File: src/rtl/fifo_rdout_ctrl.sv
// Sequences header and channel-FIFO pops for one sample at a time.
// Header pop 1 cycle after start; data words qualified 1 cycle after each pop.
// DS_AFULL only gates new samples; a started sample always finishes or aborts.
module fifo_rdout_ctrl #(
    parameter int NWORDS = 6
) (
    input  logic        RDCLK,
    input  logic        RST,
    input  logic        ENABLE,
    input  logic        RDY,
    input  logic        EVT_END,
    input  logic [15:0] FMT,
    input  logic [15:0] CH_MASK,
    input  logic [6:0]  SAMP_MAX,
    input  logic        DS_AFULL,
    output logic        L1A_RD_EN,
    output logic [15:0] RD_ENA,
    output logic        HDR_VALID,
    output logic        DATA_VALID,
    output logic [2:0]  WORD_IDX,
    output logic [6:0]  SMP_IDX,
    output logic        EVT_DONE,
    output logic        BUSY,
    output logic        UNDERRUN,
    output logic        FRAME_ERR,
    output logic [15:0] EVT_CNT
);

    localparam logic [2:0] LAST_WORD = 3'(NWORDS - 1);

    typedef enum logic [2:0] {
        IDLE,
        HDR_RD,
        HDR_W1,
        HDR_W2,
        DATA
    } state_t;

    state_t      state;
    logic [2:0]  word_cnt;
    logic        evt_end_q;
    logic [15:0] evt_cnt_q;
    logic        underrun_now;

    // An empty enabled channel must suppress the pop in the same cycle, so RD_ENA is combinational.
    assign underrun_now = (state == DATA) && (|(FMT & CH_MASK));
    assign RD_ENA       = ((state == DATA) && !underrun_now) ? CH_MASK : 16'h0000;
    assign EVT_CNT      = evt_cnt_q;

    always_ff @(posedge RDCLK) begin
        if (RST) begin
            state      <= IDLE;
            L1A_RD_EN  <= 1'b0;
            HDR_VALID  <= 1'b0;
            DATA_VALID <= 1'b0;
            EVT_DONE   <= 1'b0;
            BUSY       <= 1'b0;
            WORD_IDX   <= 3'd0;
            SMP_IDX    <= 7'd0;
            evt_cnt_q  <= 16'h0000;
            UNDERRUN   <= 1'b0;
            FRAME_ERR  <= 1'b0;
            word_cnt   <= 3'd0;
            evt_end_q  <= 1'b0;
        end else begin
            L1A_RD_EN  <= 1'b0;
            HDR_VALID  <= 1'b0;
            DATA_VALID <= 1'b0;
            EVT_DONE   <= 1'b0;
            case (state)
                IDLE: begin
                    if (ENABLE && RDY && !DS_AFULL) begin
                        state     <= HDR_RD;
                        L1A_RD_EN <= 1'b1;
                        BUSY      <= 1'b1;
                    end
                end
                HDR_RD: begin
                    state     <= HDR_W1;
                    HDR_VALID <= 1'b1;
                end
                HDR_W1: state <= HDR_W2;
                HDR_W2: begin
                    evt_end_q <= EVT_END;
                    word_cnt  <= 3'd0;
                    state     <= DATA;
                end
                DATA: begin
                    if (underrun_now) begin
                        UNDERRUN <= 1'b1;
                        SMP_IDX  <= 7'd0;
                        state    <= IDLE;
                        BUSY     <= 1'b0;
                    end else begin
                        DATA_VALID <= 1'b1;
                        WORD_IDX   <= word_cnt;
                        if (word_cnt == LAST_WORD) begin
                            state <= IDLE;
                            BUSY  <= 1'b0;
                            if (evt_end_q) begin
                                EVT_DONE  <= 1'b1;
                                evt_cnt_q <= evt_cnt_q + 16'd1;
                                SMP_IDX   <= 7'd0;
                            end else if (SMP_IDX == SAMP_MAX) begin
                                // Header stream ran past the configured sample count without an end flag.
                                FRAME_ERR <= 1'b1;
                                SMP_IDX   <= 7'd0;
                            end else begin
                                SMP_IDX <= SMP_IDX + 7'd1;
                            end
                        end else begin
                            word_cnt <= word_cnt + 3'd1;
                        end
                    end
                end
                default: begin
                    state <= IDLE;
                    BUSY  <= 1'b0;
                end
            endcase
        end
    end

endmodule
File: config.mk
export PLATFORM = sky130hd
export DESIGN_NAME = fifo_rdout_ctrl
export DESIGN_NICKNAME = d
export VERILOG_FILES = /design/src/rtl/fifo_rdout_ctrl.sv
export SDC_FILE = /design/constraint.sdc
export NUM_CORES = 1
export LEC_CHECK = 0
export CAP_MARGIN = 15
export CORE_AREA = 2 2 74 76
export DETAILED_ROUTE_END_ITERATION = 12
export DIE_AREA = 0 0 76 78
export PLACE_DENSITY = 0.79
export SYNTH_ARGS = -nofsm -noshare
export SYNTH_HDL_FRONTEND = slang
export SYNTH_SLANG_ARGS = --single-unit
File: constraint.sdc
create_clock -name RDCLK -period 3.75 [get_ports RDCLK]
set_input_delay 1.125 -clock RDCLK [delete_from_list [all_inputs] [get_ports RDCLK]]
set_output_delay 1.125 -clock RDCLK [all_outputs]
set_load 0.02 [all_outputs]
## Word level (Yosys, flattened, before mapping)

Index checks and enable logic that the tools add are counted.

| word-level totals | value |
|---|---|
| logic and storage cells | 75 |
| input bits | 45 |
| flip-flop bits (word level) | 40 |

| cells by class | value |
|---|---|
| bitwise operators | 7 |
| add/sub/neg operators | 3 |
| reduce and logical (&&, ||, !) cells | 22 |
| equal/unequal tests | 10 |
| muxes and demuxes | 20 |

Operators by type and width:

| cell | number |
|---|---|
| two-way mux 7 bit | 4 |
| adder 16 x 1 -> 16 bit (second input constant) | 1 |
| AND 16 bit | 1 |
| two-way mux 16 bit | 1 |
| OR reduction 16 bit | 1 |
| two-way mux 3 bit | 5 |
| one-hot mux 3 bit (5 select lines) | 1 |
| AND reduction 2 bit | 4 |
| adder 7 x 1 -> 7 bit (second input constant) | 1 |
| equality test 7 bit | 1 |
| two-way mux 1 bit | 7 |
| equality test 3 x 2 -> 1 bit (second input constant) | 2 |
| equality test 3 bit (second input constant) | 2 |
| inequality test 2 bit (second input constant) | 3 |
| inverter 1 bit | 6 |
| one-hot mux 3 bit (2 select lines) | 1 |
| AND reduction 3 bit | 2 |
| AND reduction 5 bit | 1 |
| logical AND 1 bit | 4 |
| AND reduction 4 bit | 1 |
| nonzero test 2 bit | 2 |
| OR reduction 2 bit | 2 |
| OR reduction 4 bit | 1 |
| adder 3 x 1 -> 3 bit (second input constant) | 1 |
| other kinds (6) | 7 |

## Logic depth before layout (Yosys ltp)

Gate-level depths: netlist (run 1).

| depth | value |
|---|---|
| depth in word-level cells | 6 |
| mapped depth | 8 |

## Least setup slack after synthesis (run 1)

No wires, ideal clock.

| timing | value |
|---|---|
| kind | in2out |
| from | in CH_MASK[5] |
| to | out RD_ENA[0] |
| path buffers | 1 |
| data arrival time | 2365 ps |
| path slack | 260 ps |
| stages | 5 |
| path through | a22oi_1 -> nand2_1 -> nor4_4 -> clkbuf_1 -> and3_1 |

| between the ends | value |
|---|---|
| longest elaborated chain between the ends | 6 |

RTL lines:

| element | RTL line | RTL |
|---|---|---|
| start: declaration | 13 | `input logic [15:0] CH_MASK,` |
| AND 16 bit | 46 | `assign underrun_now = (state == DATA) && (\|(FMT & CH_MASK));` |
| OR reduction 16 bit | 46 |  |
| logical AND 1 bit | 46 |  |
| zero test 1 bit | 47 | `assign RD_ENA = ((state == DATA) && !underrun_now) ? CH_MASK : 16'h0000;` |
| logical AND 1 bit | 47 |  |
| two-way mux 16 bit | 47 |  |
| end: declaration | 17 | `output logic [15:0] RD_ENA,` |

No other way between the ends.

## Worst setup path in the final report (run 1)

| timing | value |
|---|---|
| from | in FMT[4] |
| to | out RD_ENA[3] |

| between the ends | value |
|---|---|
| longest elaborated chain between the ends | 6 |

RTL lines:

| element | RTL line | RTL |
|---|---|---|
| start: declaration | 12 | `input logic [15:0] FMT,` |
| AND 16 bit | 46 |  |
| OR reduction 16 bit | 46 |  |
| logical AND 1 bit | 46 |  |
| zero test 1 bit | 47 |  |
| logical AND 1 bit | 47 |  |
| two-way mux 16 bit | 47 |  |

No other way between the ends.

==> results of run 1 <==
## stage by stage
stage | setup slack [ns] | area (um2) | cells | power [mW]
after floorplan | 0.260 | 2090 | 243 | 0.496
after global placement | -0.499 | 3140 | 406 | 0.564
after detailed placement | -0.562 | 3140 | 406 | 0.567
after CTS | 0.00131 | 3320 | 421 | 0.913
after global routing | 0.00262 | 3370 | 422 | 0.938
final | 0.0863 | 3370 | 422 | 0.904
## logic make-up (layout without fill, tap and decap cells)
kind of cell,Yosys count,in the layout,share of synthesized area [%]
buffers and inverters,13,122,2.75
multiplexers,5,5,2.51
AO/OA/AOI/OAI,39,39,12.4
adder cells (fa/ha/maj),4,4,2.39
flip-flops,40,40,38.3
XOR/XNOR,20,20,8.37
AND/OR/NAND/NOR,122,122,33.3
## cells in the mapped netlist (all sizes together), types with 7 or more instances
library cell	number	area, um2
nor4	9	96.3
clkbuf	8	30.0
xor2	12	105
xnor2	8	70.1
nor2	29	116
dfxtp	40	801
nand3	9	50.1
and3	22	138
o21ai	7	38.8
a21oi	12	60.1
a22oi	8	70.1
nand2	23	88.8
## worst reg2reg max path: cells and delay by family (launching register included)
family	cells	cell delay, ns
AO/OA/AOI/OAI	1	0.16
buffers and inverters	1	0.28
flip-flops	1	0.37
AND/OR/NAND/NOR	4	1.32
## metal layers
layer  up-vias  track usage (%)  routed length (um)
met1      1009             21.5                2320
met2        84             33.8                2920
met4         0             6.36                  44
met3         5             4.65                 399
li1       1097                -                   -
met5         -                0                   0
## path summary, 6_finish.rpt
path	from	to	slack [ns]	cells after the start
worst max-delay path	FMT[4]	RD_ENA[3]	0.09	8
worst min-delay path	WORD_IDX[1]$_SDFFE_PP0P_	WORD_IDX[1]$_SDFFE_PP0P_	0.46	2
worst min register to register	WORD_IDX[1]$_SDFFE_PP0P_	WORD_IDX[1]$_SDFFE_PP0P_	0.46	2
worst max register to register	state[0]$_SDFFE_PP0P_	EVT_CNT[7]$_SDFFE_PP0P_	1.54	6
## final cells by class
type,instances,area (um2),area share [%]
flip-flops and latches,40,801,23.8
well taps,70,87.6,2.60
multi-input cells,190,1300,38.6
repair buffers,112,1060,31.5
clock buffers,5,68.8,2.04
inverters,2,7.51,0.223
clock inverters,3,42.5,1.26
## report_power, final
| part | internal, mW | switching, mW |
|---|---|---|
| Combinational | 0.0652 | 0.0501 |
| Sequential | 0.432 | 0.00937 |
| Clock | 0.197 | 0.150 |
| Total | 0.694 | 0.209 |
## registers in the layout, summed over array words and instances, names as in the netlist
signal / cells
UNDERRUN: 1
BUSY: 1
FRAME_ERR: 1
HDR_VALID: 1
state: 3
evt_end_q: 1
L1A_RD_EN: 1
DATA_VALID: 1
word_cnt: 3
WORD_IDX: 3
SMP_IDX: 7
EVT_DONE: 1
EVT_CNT: 16
## what timing repair did
action / 4_1_cts / 5_1_grt
resized for setup: 120 / 18
setup buffers: 5 / 1
pin swaps: 13 / 5
cloned: 2 / 0
endpoints found under the setup margin: 16 / 15
==> summary.txt, run 1 <==
vias in the first global route - 2098
Via density - 5.20
P_leak - 1.43 nW
clock tree sinks - 40
PD cells - 268 mW/mm2
crit-path cells - dlygate4sd2_1, a22oi_2, nand2_2, nor4_4, buf_4, buf_6, and3_4, buf_6
initial antenna violation count - 0
hold_ws - 0.460 ns
ANT cells - 0
DRC - 0
Max FO, Critical Path - 5
I/O pins - 94
HPWL after DPL - 4.20 mm
WL/cell - 13.5 um
Crit. End Element - output pin
most frequent cells in the layout - clkdlybuf4s50_1, dfxtp_1, nor2_1
row count - 26
TritonCTS clock tree - yes
flop and latch count out of synthesis - 40
GPL Wtd Cong - 0.796
layout cells sized above 1 - 20.2%
Min-Delay Path Class - reg -> reg
pin count of the biggest net entering global routing - 25
TNS Setup - 0 ns
Post-Syn Instances - 243
top_reg_cell synth - dfxtp_1
# nets final - 400
commonest non-fill, non-tap cell in the layout - clkdlybuf4s50_1
RSZ-0062 raised after global routing - false
Seq/Total Area, Yosys - 38.3%
Hold Vio Cnt, Final - 0
worst vdd ir - 0.124 mV
Clock Skews - 0.00987 ns
syn_nets - 292
hold_buf cts - 0
first-pass GRT wire length - 9.16 mm
Total GRT Usage - 18.6%
fraction of registers with async set/reset - 0%
area grow syn2layout - 61.0%
Final Max Tran Viols - 0
fin util - 66.8%
synth unique cells - 46
TritonRoute pass-1 iters - 4
worst path bufs/invs - 4
Die Height - 78 um
relative slew slack - 64.4%
Core Footprint - 0.00504 mm2
slew at the pin closest to its max-slew limit - 0.534 ns
H-tree Lvls - 2
CTS Buf Count - 5
total of warnings raised by yosys - 0
Worst Path Arrival - 2.54 ns
maximum clock rate - 273 MHz
critical path launch point type - primary input
synthesized area - 0.00209 mm2
die area - 0.00593 mm2
number of port buffers - 93
Post-Syn Area per Cell - 8.61 um2
EDFF count, synth - 0
GRT overflow - 0
worst stage delay on the critical path - 0.28 ns
DR vias - 2195
clk_lat worst skew - 0.29 ns
post-route ant nets - 0
Crit path required time - 2.62 ns
delay-heaviest family, CP - buffers and inverters
crit path max-delay cell type - nor4_4
CTS root buffer - clkbuf_8
period utilisation layout - 97.7%
Critical Path Most Common Cell - buf_6
detailed router's first-iteration violation count - 67
Die Wd - 76 um
outcome - complete, no violations
MaxCap Viol Count - 0
CP Class - in -> out
WL final - 5.68 mm
clk buf depth - 2
Clock transition at path regs - 0.08 ns
Final setup viols - 0
Initial Util - 41.5%
Fillers - 443
Final min period - 3.66 ns
(Power assumes the default switching activity.)
==> inputs of run 2 (changes only) <==
==> config.mk (replaced) <==
export PLATFORM = sky130hd
export DESIGN_NAME = fifo_rdout_ctrl
export DESIGN_NICKNAME = d
export VERILOG_FILES = /design/src/rtl/fifo_rdout_ctrl.sv
export SDC_FILE = /design/constraint.sdc
export NUM_CORES = 1
export LEC_CHECK = 0
export ABC_AREA = 1
export CAP_MARGIN = 15
export CORE_AREA = 2 2 77 79
export DETAILED_ROUTE_END_ITERATION = 12
export DIE_AREA = 0 0 79 81
export MAX_ROUTING_LAYER = met4
export PLACE_DENSITY = 0.8
export SYNTH_ARGS = -nofsm -noshare
export SYNTH_HDL_FRONTEND = slang
export SYNTH_SLANG_ARGS = --single-unit
==> run 2 against run 1 <==
Utilization shrank 5.9 points. Design area increased by 2.6%. Sequential share of layout area fell by 0.60 points. Routed wire length rose by 14%. Register-to-register slack better by 0.47 ns. Worst setup slack improved by 0.022 ns. First-iteration DRC count grew 110%. Synthesized area rose by 15%. Fmax is 0.60% higher. Worst hold slack lost 0.0072 ns. Final cell count is 33% higher. Global-route usage up 2.4 points.
==> summary.txt, run 2 <==
outcome - complete, no violations (unchanged)
commonest non-fill, non-tap cell in the layout - nand2_1 (was clkdlybuf4s50_1)
Post-synth top cells - nand2_1, nor2_1, inv_1 (was dfxtp_1, nor2_1, and3_1, nand2_1)
P_leak - 1.64 nW (was 1.43 nW)
Crit path required time - 2.62 ns (about the same)
slew at the pin closest to its max-slew limit - 0.504 ns (was 0.534 ns)
PD cells - 248 mW/mm2 (was 268 mW/mm2)
RSZ-0062 raised after global routing - false (unchanged)
Max FO, Critical Path - 17 (was 5)
ANT cells - 0 (unchanged)
Post-Syn Instances - 383 (was 243)
most frequent cells in the layout - nand2_1, clkdlybuf4s50_1, nor2_1 (was clkdlybuf4s50_1, dfxtp_1, nor2_1)
WL/cell - 11.6 um (was 13.5 um)
hold_ws - 0.452 ns (was 0.460 ns)
synthesized area - 0.00241 mm2 (was 0.00209 mm2)
critical path launch point type - primary input (unchanged)
# nets final - 534 (was 400)
count leader, synth - nand2_1 (was dfxtp_1)
CTS root buffer - clkbuf_8 (unchanged)
vias in the first global route - 2348 (was 2098)
Final setup viols - 0 (unchanged)
ranking of synthesized cells by area - dfxtp_1, nand2_1, nor2_1 (was dfxtp_1, and3_1, nor2_1)
relative slew slack - 66.1% (was 64.4%)
DR vias - 2674 (was 2195)
Clock Skews - 0.00917 ns (was 0.00987 ns)
fin util - 60.9% (was 66.8%)
min-delay src - UNDERRUN$_SDFFE_PP0P_ (was WORD_IDX[1]$_SDFFE_PP0P_)
fraction of registers with async set/reset - 0% (unchanged)
HPWL after DPL - 5.12 mm (was 4.20 mm)
first-pass GRT wire length - 10.6 mm (was 9.16 mm)
Clock transition at path regs - 0.07 ns (was 0.08 ns)
Final Max Tran Viols - 0 (unchanged)
H-tree Lvls - 2 (unchanged)
TNS Setup - 0 ns (unchanged)
number of port buffers - 93 (unchanged)
Initial Util - 42.4% (was 41.5%)
flop and latch count out of synthesis - 40 (unchanged)
Post-Syn Area per Cell - 6.29 um2 (was 8.61 um2)
post-CTS repair timing setup buffer count - 0 (was 5)
Final min period - 3.64 ns (was 3.66 ns)
Core Footprint - 0.00568 mm2 (was 0.00504 mm2)
EDFF count, synth - 0 (unchanged)
placed instance count - 553 (was 406)
pre-CTS WS - -0.344 ns (was -0.562 ns)
Worst Path Arrival - 2.52 ns (was 2.54 ns)
top_reg_cell synth - dfxtp_1 (unchanged)
DRC - 0 (unchanged)
WL final - 6.48 mm (was 5.68 mm)
I/O pins - 94 (unchanged)
Via density - 4.78 (was 5.20)
Total GRT Usage - 21.0% (was 18.6%)
Die Height - 81 um (was 78 um)
Seq/Total Area, Yosys - 33.3% (was 38.3%)
area grow syn2layout - 43.6% (was 61.0%)
Crit. End Element - output pin (unchanged)
clk buf depth - 2 (unchanged)
clk_lat worst skew - 0.29 ns (about the same)
initial antenna violation count - 0 (unchanged)
MaxCap Viol Count - 0 (unchanged)
layout cells sized above 1 - 10.9% (was 20.2%)
Post-Layout Cell Count - 560 (was 422)
CP Class - in -> out (unchanged)
Die Wd - 79 um (was 76 um)
Min-Delay Path Class - reg -> reg (unchanged)
syn_nets - 432 (was 292)
CTS Buf Count - 5 (unchanged)
post-route ant nets - 0 (unchanged)
period utilisation layout - 97.1% (was 97.7%)
synth unique cells - 31 (was 46)
TritonRoute pass-1 iters - 4 (unchanged)
Yosys top cell area share - 33.3% (was 38.3%)
Hold Vio Cnt, Final - 0 (unchanged)
detailed router's first-iteration violation count - 140 (was 67)
GPL Wtd Cong - 0.856 (was 0.796)
setup ws final - 0.108 ns (was 0.0863 ns)
reg-to-reg startpoint - word_cnt[1]$_SDFFE_PP0P_ (was state[0]$_SDFFE_PP0P_)
GRT overflow - 0 (unchanged)
max reg flops - 16 (unchanged)
TritonCTS clock tree - yes (unchanged)
die area - 0.00640 mm2 (was 0.00593 mm2)
area leader, netlist - dfxtp_1 (unchanged)
row count - 28 (was 26)
clock tree sinks - 40 (unchanged)
pin count of the biggest net entering global routing - 19 (was 25)
Post-DP Area - 0.00346 mm2 (was 0.00314 mm2)
worst vdd ir - 0.238 mV (was 0.124 mV)
design area - 0.00346 mm2 (was 0.00337 mm2)
total of warnings raised by yosys - 0 (unchanged)
Worst setup startpoint - CH_MASK[7] (was FMT[4])
maximum clock rate - 275 MHz (was 273 MHz)
total power - 0.859 mW (was 0.904 mW)
run 2: changes by cell type after synthesis, sizes merged, moves of 16 or more:
cell   before  now
nand2      23  116
and3       22    0
nand3       9   25
nor2       29   64
inv         2   65
run 2: kinds of logic after synthesis:
kind of cell / count (synthesis) / share of synthesized area, %
adders and majority gates: 4 / 2.08
xor gates and xnor gates: 4 / 1.46
DFF: 40 / 33.3
buffers and inverters: 71 / 11.5
AOI/OAI and AO/OA: 38 / 8.26
and+or+nand+nor: 226 / 43.5
run 2: power breakdown:
part,internal (mW),switching [mW],total (mW)
logic,0.0741,0.0710,0.145
registers,0.433,0.00604,0.439
clock network,0.127,0.148,0.274
run 2: worst paths after layout:
kind | end | slack, ns | cells past startpoint
worst max-delay path | RD_ENA[5] | 0.11 | 9
worst min-delay path | UNDERRUN$_SDFFE_PP0P_ | 0.45 | 2
worst max register to register | SMP_IDX[4]$_SDFFE_PP0P_ | 2.01 | 9
worst min register to register | UNDERRUN$_SDFFE_PP0P_ | 0.45 | 2
run 2: cell type report:
cell class | instances | area (um2)
multi-input combinational | 272 | 1330
fill | 559 | 2220
clock inverter | 1 | 5.00
tap | 75 | 93.8
clock buffer | 6 | 72.6
inverter | 65 | 244
timing repair buffer | 101 | 911
sequential | 40 | 801
run 2: layer usage:
| layer | GRT usage, % | routed length (um) |
|---|---|---|
| met1 | 25.7 | 2860 |
| met2 | 36.8 | 3300 |
| met3 | 3.44 | 267 |
| met4 | 4.66 | 55 |
| met5 | - | 0 |
run 2: timing repair:
action | CTS | global route
endpoints found under the setup margin | 16 | 16
resized for setup | 39 | 17
hold buffers | 0 | 0
run 2: worst max-delay path, cell delays in order:
cell and delay (ns):
clkdlybuf4s50_1 0.42, nand2_1 0.08, nand2_1 0.07, nor2_2 0.12, nand2_2 0.11, nor2_8 0.13
nand2_4 0.13, nor2_1 0.14, buf_2 0.18
